<file path="config.mk">
export PLATFORM = sky130hd
export DESIGN_NAME = countdown_timer_ctrl
export DESIGN_NICKNAME = d
export VERILOG_FILES = /design/src/rtl/timer_pkg.sv /design/src/rtl/tick_prescaler.sv /design/src/rtl/countdown_timer_ctrl.sv
export SDC_FILE = /design/constraint.sdc
export NUM_CORES = 1
export LEC_CHECK = 0
export BUFFER_PORTS_ARGS = -buffer_cell sky130_fd_sc_hd__buf_2
export CORE_AREA = 2 2 87 89
export CTS_CLUSTER_DIAMETER = 100
export DETAILED_ROUTE_END_ITERATION = 16
export DIE_AREA = 0 0 89 91
export PLACE_DENSITY_LB_ADDON = 0.12
export SKIP_CTS_REPAIR_TIMING = 1
export SLEW_MARGIN = 20
export SYNTH_ARGS = -nofsm -noshare
export SYNTH_HDL_FRONTEND = slang
export SYNTH_HIERARCHICAL = 1
export SYNTH_SLANG_ARGS = --single-unit
</file>
<file path="constraint.sdc">
create_clock -name clk -period 3.8 [get_ports clk]
set_input_delay 0.38 -clock clk [delete_from_list [all_inputs] [get_ports clk]]
set_output_delay 0.38 -clock clk [all_outputs]
set_load 0.005 [all_outputs]
</file>
<file path="src/rtl/timer_pkg.sv">
// Shared constants, state encoding and BCD helpers
// for the M:SS countdown timer.
package timer_pkg;

  localparam int DIG_W = 4;

  localparam logic [DIG_W-1:0] SEC_T_MAX = 4'd5;
  localparam logic [DIG_W-1:0] DIGIT_MAX = 4'd9;

  typedef enum logic [2:0] {
    ST_IDLE  = 3'd0,
    ST_RUN   = 3'd1,
    ST_PAUSE = 3'd2,
    ST_DONE  = 3'd3
  } state_e;

  typedef struct packed {
    logic [DIG_W-1:0] m;
    logic [DIG_W-1:0] t;
    logic [DIG_W-1:0] o;
  } bcd_t;

  function automatic bcd_t bcd_dec(input bcd_t v);
    bcd_t r;
    r = v;
    if (v.o != 4'd0) begin
      r.o = v.o - 4'd1;
    end else begin
      r.o = DIGIT_MAX;
      if (v.t != 4'd0) begin
        r.t = v.t - 4'd1;
      end else begin
        r.t = SEC_T_MAX;
        r.m = v.m - 4'd1;
      end
    end
    return r;
  endfunction

  function automatic logic bcd_ok(input bcd_t v);
    return (v.m <= DIGIT_MAX) &&
           (v.t <= SEC_T_MAX) &&
           (v.o <= DIGIT_MAX) &&
           (v != '0);
  endfunction

endpackage

</file>
<file path="src/rtl/tick_prescaler.sv">
// Divides clk down to a one-cycle tick every TICK_DIV
// enabled cycles; the count holds while en is low.
module tick_prescaler #(
  parameter int TICK_DIV = 24000000,
  parameter int PRESC_W  = 25
) (
  input  logic clk,
  input  logic res,
  input  logic en,
  input  logic clr,
  output logic tick
);

  localparam logic [PRESC_W-1:0] LAST =
    PRESC_W'(TICK_DIV - 1);

  logic [PRESC_W-1:0] cnt_q, cnt_d;

  assign tick = en && (cnt_q == LAST);

  // next count: clear, wrap on tick, or advance
  always_comb begin
    cnt_d = cnt_q;
    if (clr) begin
      cnt_d = '0;
    end else if (tick) begin
      cnt_d = '0;
    end else if (en) begin
      cnt_d = cnt_q + 1'b1;
    end
  end

  // prescaler count register
  always_ff @(posedge clk or negedge res) begin
    if (!res) begin
      cnt_q <= '0;
    end else begin
      cnt_q <= cnt_d;
    end
  end

endmodule

</file>
<file path="src/rtl/countdown_timer_ctrl.sv">
// M:SS countdown FSM with BCD borrow decrement.
// Optional periodic reload: TIMER_AUTO_RELOAD_EN.
module countdown_timer_ctrl
  import timer_pkg::*;
#(
  parameter int TICK_DIV = 24000000,
  parameter int PRESC_W  = 25
) (
  input  logic       clk,
  input  logic       res,
  input  logic       start,
  input  logic       pause,
  input  logic       clear,
  input  logic [3:0] pre_min,
  input  logic [3:0] pre_sec_t,
  input  logic [3:0] pre_sec_o,
  output logic [3:0] min_num,
  output logic [3:0] sec_t,
  output logic [3:0] sec_o,
  output logic       running,
  output logic       done,
  output logic       err,
  output logic [2:0] state
);

  state_e state_q, state_d;
  bcd_t   cnt_q, cnt_d;
  logic   run_q, run_d;
  logic   done_q, done_d;
  logic   err_q, err_d;
  logic   presc_clr;
  logic   tick;
  bcd_t   pre;
  bcd_t   nxt;

`ifdef TIMER_AUTO_RELOAD_EN
  bcd_t   rld_q, rld_d;
`endif

  assign pre = '{m: pre_min, t: pre_sec_t, o: pre_sec_o};
  assign nxt = bcd_dec(cnt_q);

  tick_prescaler #(
    .TICK_DIV (TICK_DIV),
    .PRESC_W  (PRESC_W)
  ) u_presc (
    .clk  (clk),
    .res  (res),
    .en   (state_q == ST_RUN),
    .clr  (presc_clr),
    .tick (tick)
  );

  // command arbitration, next state and digit update
  always_comb begin
    state_d   = state_q;
    cnt_d     = cnt_q;
    done_d    = 1'b0;
    err_d     = 1'b0;
    presc_clr = 1'b0;
`ifdef TIMER_AUTO_RELOAD_EN
    rld_d     = rld_q;
`endif
    if (clear) begin
      state_d   = ST_IDLE;
      cnt_d     = '0;
      presc_clr = 1'b1;
    end else begin
      unique case (state_q)
        ST_IDLE, ST_DONE: begin
          if (start) begin
            if (bcd_ok(pre)) begin
              state_d   = ST_RUN;
              cnt_d     = pre;
              presc_clr = 1'b1;
`ifdef TIMER_AUTO_RELOAD_EN
              rld_d     = pre;
`endif
            end else begin
              err_d = 1'b1;
            end
          end
        end
        ST_PAUSE: begin
          if (start) state_d = ST_RUN;
        end
        ST_RUN: begin
          if (pause && !start) state_d = ST_PAUSE;
          if (tick) begin
            cnt_d = nxt;
            if (nxt == '0) begin
              done_d = 1'b1;
`ifdef TIMER_AUTO_RELOAD_EN
              cnt_d   = rld_q;
              state_d = ST_RUN;
`else
              state_d = ST_DONE;
`endif
            end
          end
        end
        default: state_d = ST_IDLE;
      endcase
    end
    run_d = (state_d == ST_RUN);
  end

  // state, digits and output pulse registers
  always_ff @(posedge clk or negedge res) begin
    if (!res) begin
      state_q <= ST_IDLE;
      cnt_q   <= '0;
      run_q   <= 1'b0;
      done_q  <= 1'b0;
      err_q   <= 1'b0;
    end else begin
      state_q <= state_d;
      cnt_q   <= cnt_d;
      run_q   <= run_d;
      done_q  <= done_d;
      err_q   <= err_d;
    end
  end

`ifdef TIMER_AUTO_RELOAD_EN
  // preset captured at the last accepted start
  always_ff @(posedge clk or negedge res) begin
    if (!res) begin
      rld_q <= '0;
    end else begin
      rld_q <= rld_d;
    end
  end
`endif

  assign min_num = cnt_q.m;
  assign sec_t   = cnt_q.t;
  assign sec_o   = cnt_q.o;
  assign running = run_q;
  assign done    = done_q;
  assign err     = err_q;
  assign state   = state_q;

endmodule

</file>
==> flow_summary.json, run 1 <==
{
  "setup_ws_ns": 1.08,
  "number_of_nets_in_the_finished_design": 344,
  "synth-seq-area-share_pct": 40.5,
  "h-tree-depth": 2,
  "report.final.setup_viol": 0,
  "post_route_cells_drive_above_1_share_pct": 18.7,
  "outcome": "finished, final reports clean",
  "num_antenna_cells": 0,
  "ys_seq_elements": 43,
  "powerDensity_nw_per_um2": 293,
  "setup_total_negative_slack_ns": 0,
  "worstSetupEndpointType": "register",
  "mappedNetlistArea_um2": 2660,
  "critical_path.slowest_cell": "or4b_4",
  "grt_antenna_before_repair": 0,
  "synth-async-reset-ratio_pct": 100,
  "synth_most_common_cell": "dfrtp_1",
  "cell_by_cell_trace_of_the_critical_path": "or4b_4 -> nor4_4 -> nand4_4 -> inv_1 -> nor4b_1 -> nand4_1 -> o21ai_0 -> nand3_1 -> a311oi_1",
  "fin_worst_skew_ns": 0.00595,
  "setup.worst_path.start_class": "register",
  "max_stage_delay_ns": 0.56,
  "routabilityCongestion": 0.788,
  "global_route_usage_sum_pct": 17.3,
  "cts_tree": "done",
  "net_count_of_the_mapped_netlist": 315,
  "drt_first_iter_violations": 130,
  "report.final.hold_viol_count": 0,
  "power_leakage_nw": 1.30,
  "synth.lib_cells_used.distinct": 56,
  "route.final.wire_length_um": 6500,
  "via_count": 2292,
  "synth_area_per_cell_um2": 8.97,
  "buffer_ports.inserted": 34,
  "synth_top_flop_cell": "dfrtp_1",
  "cts_made_buffers": 5,
  "drv.max_cap_violation_count": 0,
  "final_min_period_over_clock_period_pct": 71.6,
  "clk-insertion-delay-late_ns": 0.29,
  "postSynthCellCount": 296,
  "worst-path-max-fanout": 9,
  "cp_data_arrival_time_ns": 2.92,
  "fmaxAchievable_mhz": 368,
  "detailed_place_hpwl_um": 4550,
  "number_of_enable_flip_flop_cells_after_synthesis": 0,
  "ioPinCount": 35,
  "post-route-util_pct": 41.9,
  "synth_commonest_cells": "dfrtp_1, nor2_1, nand2_1, nand3_1, o21ai_0",
  "die_h_um": 91,
  "synth_area_leaders": "dfrtp_1, nor2_1, nand3_1",
  "final_antenna_net_count": 0,
  "growth_of_design_area_from_synthesis_to_finish_pct": 12.5,
  "cp.required_ns": 4.00,
  "synth_warnings": 6,
  "tightestPinTransition_ns": 0.817,
  "drt_drc_violations_left": 0,
  "grt_first_pass_wirelength_um": 11200,
  "preCtsSetupSlack_ns": 1.02,
  "yosysTopAreaCell": "dfrtp_1",
  "grt-ovfl-total": 0,
  "grt_max_degree": 44,
  "clkSlewWorstSetupHoldPaths_ns": 0.08,
  "ctsRootBufferMaster": "clkbuf_8",
  "coreArea_um2": 7140,
  "initial_util_pct": 37.2,
  "cts.path.max_buffers": 2,
  "holdCritPathClass": "in -> async",
  "report.final.slew_viol_count": 0,
  "design.die.area_um2": 8100,
  "setup.worst_path.class": "reg -> reg",
  "timing.final.crit_period_ns": 2.72,
  "wl_per_cell_um": 15.3,
  "synth.top_cell.area_share_pct": 40.5,
  "row_count": 31,
  "die_wd_um": 89,
  "via_count_of_the_first_global_routing_pass": 2209,
  "relSlewSlack_pct": 45.4,
  "grt_setup_unrepaired": "no",
  "drt_pre_antenna_iters": 4,
  "clock-sinks": 43,
  "vdd_drop_max_uv": 118,
  "routed_via_density": 5.39
}
[metrics by stage]
step | hold WS (ns) | cell area (um^2) | std cells | power [mW]
6_report | 0.0646 | 2990 | 425 | 0.877
5_1_grt | 0.114 | 2990 | 425 | 0.924
4_1_cts | 0.282 | 2990 | 425 | 0.893
3_5_place_dp | 0.540 | 2890 | 417 | 0.564
3_3_place_gp | 0.513 | 2890 | 417 | 0.564
2_1_floorplan | 0.0844 | 2660 | 296 | 0.529
[flip-flops by register name, indices dropped and copies added (netlist names)]
signal,cells
err,1
min_num,4
running,1
u_presc/cnt_q,25
sec_t,4
done,1
state,3
sec_o,4
[cells by family (layout without fill, tap and decap cells)]
logic type               count (synthesis)  in the layout  share of synthesized area, %
AND/OR/NAND/NOR                        151            151                          31.4
AO/OA/AOI/OAI                           52             52                          13.9
flip-flops                              43             43                          40.5
buffers and inverters                   22             52                          4.48
XOR/XNOR                                18             18                          5.94
multiplexers                             7              7                          2.64
adder cells (fa/ha/maj)                  2              2                         0.942
other                                    1              1                         0.141
[power by group]
group | total, mW | leakage (nW) | internal (mW) | switching, mW
combinational | 0.0825 | 0.649 | 0.0309 | 0.0516
clock | 0.323 | 0.0515 | 0.166 | 0.157
sequential | 0.471 | 0.596 | 0.463 | 0.00866
total | 0.877 | 1.30 | 0.660 | 0.217
[final cells by class]
type / count / area [um^2]
Clock buffer: 8 / 100
Tap cell: 99 / 124
Sequential cell: 43 / 1080
Timing Repair Buffer: 37 / 195
Multi-Input combinational cell: 231 / 1470
Inverter: 7 / 26.3
Fill cell: 759 / 4150
[layout by cell type, fill, tap and decap left out, drive strengths merged, types with 3 or more instances in the layout]
cell,count
o32ai,3
nor2b,3
and3,3
xnor2,6
nor4,9
a21oi,8
dfrtp,43
and4,4
or2,4
nand4,9
nand3b,3
nand3,21
o311a,3
o21ai,13
a31oi,5
xor2,12
or3b,4
a21boi,4
mux2i,7
a311oi,4
nor4b,3
inv,7
clkbuf,8
nor2,42
nand2,24
buf,37
nor3,7
o31ai,4
nand2b,8
[path summary, 6_finish.rpt]
path / slack, ns / start / depth (start not counted) / to
max in group asynchronous: 3.35 / res / 1 / sec_t[1]
min in group clk: 0.38 / pre_min[0] / 3 / min_num[0]
worst min-delay path: 0.06 / res / 1 / min_num[0]
worst min register to register: 0.55 / u_presc/cnt_q[7] / 2 / u_presc/cnt_q[7]
worst max register to register: 1.08 / u_presc/cnt_q[15] / 9 / state[0]
worst max-delay path: 1.08 / u_presc/cnt_q[15] / 9 / state[0]
[critical path, delay by kind of cell (launching register included)]
kind                   cells  cell delay [ns]
AND/OR/NAND/NOR            6             1.54
flip-flops                 1             0.42
buffers and inverters      1             0.20
AO/OA/AOI/OAI              2             0.46
[per-layer routing]
| metal | track usage (%) | routed length (um) |
|---|---|---|
| met5 | 0 | 0 |
| met4 | 3.48 | 43 |
| met2 | 24.3 | 2830 |
| met3 | 3.00 | 232 |
| met1 | 27.7 | 3380 |
Note: power is estimated with default switching activity, not from simulation.
==> run 2, diff against run 1 <==
clock period = 2.8 ns   (was 3.8 ns; I/O delays follow)
==> run 2 against run 1 <==
Net effect:
- the flow now finishes with violations (negative hold slack)
- via count is 2.8% higher
- hold slack worse by 0.10 ns
- clock power grew 79%
- final cell count is 2.6% higher
- global-route usage rose by 0.47 points
- wire length rose by 2.5%
- power is 53% higher
- worst setup slack lost 0.82 ns
- clock skew is essentially flat
- die area stayed put
- register-to-register slack worse by 0.82 ns
- critical endpoint unchanged
- largest cell class unchanged
- largest power group unchanged
==> flow_summary.json, run 2 (synthesis gave the netlist of run 1 again) <==
{
  "drt_drc_violations_left": 0,
  "post_route_cells_drive_above_1_share_pct": 21.4,
  "regToRegEndpoint": "state[0]",
  "power_leakage_nw": 1.37,
  "fmaxAchievable_mhz": 393,
  "final_cell_mix": "dfrtp_1, nor2_1, buf_2",
  "registers.top_by_ff_count": "u_presc/cnt_q",
  "fin_worst_skew_ns": 0.00557,
  "cp.required_ns": 3.00,
  "final_common_cell": "dfrtp_1",
  "clock-sinks": 43,
  "via_count": 2357,
  "regToRegStartpoint": "u_presc/cnt_q[15]",
  "drt_pre_antenna_iters": 4,
  "routabilityCongestion": 0.824,
  "cts.path.max_buffers": 2,
  "grt_max_degree": 44,
  "design.die.area_um2": 8100,
  "report.final.setup_viol": 0,
  "worst-path-max-fanout": 6,
  "setup.worst_path.start_class": "register",
  "detailed_place_hpwl_um": 4640,
  "routed_via_density": 5.41,
  "cts_tree": "done",
  "outcome": "finished with violations",
  "post-route-util_pct": 43.5,
  "die_h_um": 91,
  "tightestPinTransition_ns": 1.08,
  "drt_first_iter_violations": 156,
  "report.final.slew_viol_count": 0,
  "initial_util_pct": 37.2,
  "wl_per_cell_um": 15.3,
  "reg2reg_depth": 9,
  "relSlewSlack_pct": 27.9,
  "growth_of_design_area_from_synthesis_to_finish_pct": 16.9,
  "worstSetupEndpointType": "register",
  "grt_antenna_before_repair": 0,
  "multi_input_comb_area_um2": 1470,
  "global_route_usage_sum_pct": 17.8,
  "setup.worst_path.class": "reg -> reg",
  "failing_checks": "negative hold slack",
  "clkSlewWorstSetupHoldPaths_ns": 0.09,
  "num_antenna_cells": 0,
  "ioPinCount": 35,
  "powerDensity_nw_per_um2": 432,
  "grt_setup_unrepaired": "no",
  "vdd_drop_max_uv": 172,
  "final_min_period_over_clock_period_pct": 90.9,
  "clk-insertion-delay-late_ns": 0.30,
  "cts_made_buffers": 5,
  "cp_data_arrival_time_ns": 2.75,
  "ctsRootBufferMaster": "clkbuf_8",
  "report.final.hold_viol_count": 43,
  "route.final.wire_length_um": 6660,
  "h-tree-depth": 2,
  "reg2reg_setup_slack_ns": 0.26,
  "final_antenna_net_count": 0,
  "setup_total_negative_slack_ns": 0,
  "max_ffs_per_register": 25,
  "timing.final.crit_period_ns": 2.54,
  "coreArea_um2": 7140,
  "fillerInstances": 751,
  "grt_first_pass_wirelength_um": 11400,
  "buffer_ports.inserted": 34,
  "drv.max_cap_violation_count": 0,
  "holdCritPathClass": "in -> async",
  "row_count": 31,
  "grt-ovfl-total": 0,
  "area.sequential_um2": 1080,
  "die_wd_um": 89,
  "via_count_of_the_first_global_routing_pass": 2193,
  "finalHoldWorstSlack_ns": -0.0358,
  "number_of_nets_in_the_finished_design": 355
}
-- run 2: cell count changes in the layout (fill, tap and decap cells not counted), sizes merged --
cell    previous run  this run
bufinv             0         2
clkbuf             8         6
buf               37        48
-- run 2: stage by stage --
stage	setup slack [ns]	area [um^2]	std cells	power [mW]
after global routing	0.0620	3100	436	1.41
after detailed placement	0.220	2960	428	0.773
final	0.255	3100	436	1.34
after floorplan	0.341	2660	296	0.717
after CTS	0.169	3090	436	1.36
after global placement	0.267	2960	428	0.773
-- run 2: cell type report --
cell class | count | area share, %
Multi-Input combinational cell | 231 | 47.3
Sequential cell | 43 | 34.7
Timing Repair Buffer | 48 | 8.95
Tap cell | 99 | 3.99
Clock buffer | 6 | 2.34
Clock inverter | 2 | 1.94
Inverter | 7 | 0.847
-- run 2: worst max path at each step --
stage / from / endpoint / slack (ns)
floorplan: u_presc/cnt_q[15] / state[0] / 0.34
global placement: pre_sec_t[1] / u_presc/cnt_q[13] / 0.27
detailed placement: u_presc/cnt_q[15] / state[0] / 0.22
CTS: u_presc/cnt_q[15] / state[0] / 0.17
global route: u_presc/cnt_q[15] / state[0] / 0.06
finish: u_presc/cnt_q[15] / state[0] / 0.26
-- run 2: metal layers --
layer,part of all wire [%],wire length (um),up-vias,global-route usage (%)
met5,0,0,-,0
met4,0.48,32,0,4.23
met3,3.8,251,2,3.09
met2,44,2920,43,24.0
met1,52,3460,1152,29.0
li1,-,-,1160,-
-- run 2: worst max-delay path: stages (launching register included) --
cell and delay, ns:
dfrtp_1 0.43, or4b_4 0.56, nor4_4 0.26, nand4_4 0.12, inv_1 0.16, nor4b_2 0.22, nand4_1 0.15, o21ai_0 0.17
nand3_1 0.12, a311oi_1 0.26
-- run 2: power breakdown --
| part | switching [mW] | total (mW) | internal, mW | leakage [nW] |
|---|---|---|---|---|
| Combinational | 0.0738 | 0.122 | 0.0480 | 0.706 |
| Sequential | 0.0116 | 0.640 | 0.628 | 0.596 |
| Clock | 0.222 | 0.579 | 0.357 | 0.0654 |
| Total | 0.308 | 1.34 | 1.03 | 1.37 |
==> run 3, diff against run 2 <==
SETUP_SLACK_MARGIN = 0.3   (was default)
==> run 3 against run 2 <==
Net effect:
- the run still ends with negative hold slack left
- register-to-register slack better by 0.18 ns
- clock skew up 0.0014 ns
- final area up 1.5%
- clock power about the same
- first-iteration DRC count down 25%
- sequential power about the same
- count of clock-buffer cells in the layout unchanged
- wire length about the same
- critical path type unchanged
- largest power group unchanged
==> flow_summary.json, run 3 (synthesis gave the netlist of run 1 again) <==
{
  "holdCritPathClass": "in -> async",
  "p_sw_share_pct": 23.0,
  "grt_max_degree": 44,
  "registers.top_by_ff_count": "u_presc/cnt_q",
  "reg2reg_setup_slack_ns": 0.43,
  "grt_first_pass_wirelength_um": 11400,
  "switching_power_uw": 309,
  "worstSetupEndpointType": "register",
  "num_antenna_cells": 0,
  "die_wd_um": 89,
  "global_route_usage_sum_pct": 17.8,
  "initial_util_pct": 37.2,
  "power_report.internal_total_mw": 1.03,
  "powerDensity_nw_per_um2": 426,
  "max_stage_delay_ns": 0.52,
  "setup_total_negative_slack_ns": 0,
  "design.die.area_um2": 8100,
  "post-route-util_pct": 44.1,
  "relSlewSlack_pct": 56.9,
  "clock-sinks": 43,
  "regToRegStartpoint": "u_presc/cnt_q[20]",
  "ioPinCount": 35,
  "drt_drc_violations_left": 0,
  "outcome": "finished with violations",
  "final_min_period_over_clock_period_pct": 84.5,
  "clk-insertion-delay-late_ns": 0.30,
  "grt_setup_unrepaired": "yes",
  "die_h_um": 91,
  "fin_cells": 437,
  "critical_path.slowest_cell": "or3b_2",
  "final_common_cell": "dfrtp_1",
  "power.clock.fraction_pct": 43.2,
  "row_count": 31,
  "routed_via_density": 5.35,
  "reg2reg_depth": 9,
  "route.final.wire_length_um": 6660,
  "finalHoldWorstSlack_ns": -0.0358,
  "number_of_nets_in_the_finished_design": 356,
  "grt-ovfl-total": 0,
  "regToRegEndpoint": "state[0]",
  "comb_power_share_pct": 9.2,
  "fin_worst_skew_ns": 0.00699,
  "cell_by_cell_trace_of_the_critical_path": "or3b_2 -> nor4_4 -> nand4_4 -> inv_4 -> nor4b_2 -> nand4_1 -> o21ai_2 -> nand3_1 -> a311oi_1",
  "final_cell_mix": "dfrtp_1, nor2_1, buf_2",
  "grt_antenna_before_repair": 0,
  "via_count": 2337,
  "growth_of_design_area_from_synthesis_to_finish_pct": 18.6,
  "clkSlewWorstSetupHoldPaths_ns": 0.09,
  "failing_checks": "negative hold slack",
  "ctsRootBufferMaster": "clkbuf_8",
  "drt_first_iter_violations": 117,
  "drv.max_cap_violation_count": 0,
  "h-tree-depth": 2,
  "post_route_cells_drive_above_1_share_pct": 23.4,
  "cp_data_arrival_time_ns": 2.57,
  "buffer_ports.inserted": 34,
  "report.final.setup_viol": 0,
  "placed_area_um2": 2960,
  "vdd_drop_max_uv": 174,
  "setup.worst_path.class": "reg -> reg",
  "max_ffs_per_register": 25,
  "wl_per_cell_um": 15.2,
  "report.final.hold_viol_count": 43,
  "cts.path.max_buffers": 2,
  "drt_pre_antenna_iters": 4,
  "cts_tree": "done",
  "via_count_of_the_first_global_routing_pass": 2193,
  "fmaxAchievable_mhz": 423,
  "detailed_place_hpwl_um": 4640,
  "tightestPinTransition_ns": 0.647,
  "final_antenna_net_count": 0,
  "worst-path-max-fanout": 6,
  "cts_made_buffers": 5,
  "preCtsSetupSlack_ns": 0.220,
  "routabilityCongestion": 0.824,
  "timing.final.crit_period_ns": 2.37,
  "power_leakage_nw": 1.37,
  "coreArea_um2": 7140,
  "setup.worst_path.start_class": "register",
  "report.final.slew_viol_count": 0,
  "layout.cell_area.non_filler_um2": 3150,
  "cp.required_ns": 3.00,
  "setup_ws_ns": 0.434,
  "p_total_mw": 1.34,
  "seqPwrFrac_pct": 47.6,
  "total_instance_count_after_detailed_placement": 428
}
==> run 3: area by class of cell <==
class,instances,area (um^2)
tap,99,124
multi-input combinational,231,1500
sequential,43,1080
clock inverter,2,60.1
timing repair buffer,49,285
clock buffer,6,72.6
inverter,7,28.8
fill,742,3990
==> run 3: metal layers <==
layer  track usage, %  share of wire (%)  vias up
met5                0                  0        -
met2             24.0                 44       47
met4             4.23               0.48        0
li1                 -                  -     1164
met1             29.0                 52     1124
met3             3.09                3.8        2
==> run 3: worst max path at each step <==
stage	startpoint	to	slack (ns)	cells past startpoint
final	u_presc/cnt_q[20]	state[0]	0.43	9
after global routing	u_presc/cnt_q[21]	state[0]	0.26	9
after CTS	u_presc/cnt_q[15]	state[0]	0.17	9
after detailed placement	u_presc/cnt_q[15]	state[0]	0.22	9
after global placement	pre_sec_t[1]	u_presc/cnt_q[13]	0.27	11
after floorplan	u_presc/cnt_q[15]	state[0]	0.34	9
==> run 3: critical path: cells and delay by family, from the launching register on <==
family / cells / cell delay [ns]
AND/OR/NAND/NOR: 6 / 1.38
flip-flops: 1 / 0.43
AO/OA/AOI/OAI: 2 / 0.37
buffers and inverters: 1 / 0.10
==> run 3: power by group through the flow <==
stage | combinational [mW] | clock [mW] | sequential [mW]
floorplan | 0.0687 | 0 | 0.649
global placement | 0.122 | 0 | 0.652
detailed placement | 0.122 | 0 | 0.652
CTS | 0.122 | 0.596 | 0.639
global route | 0.139 | 0.628 | 0.641
finish | 0.123 | 0.580 | 0.640
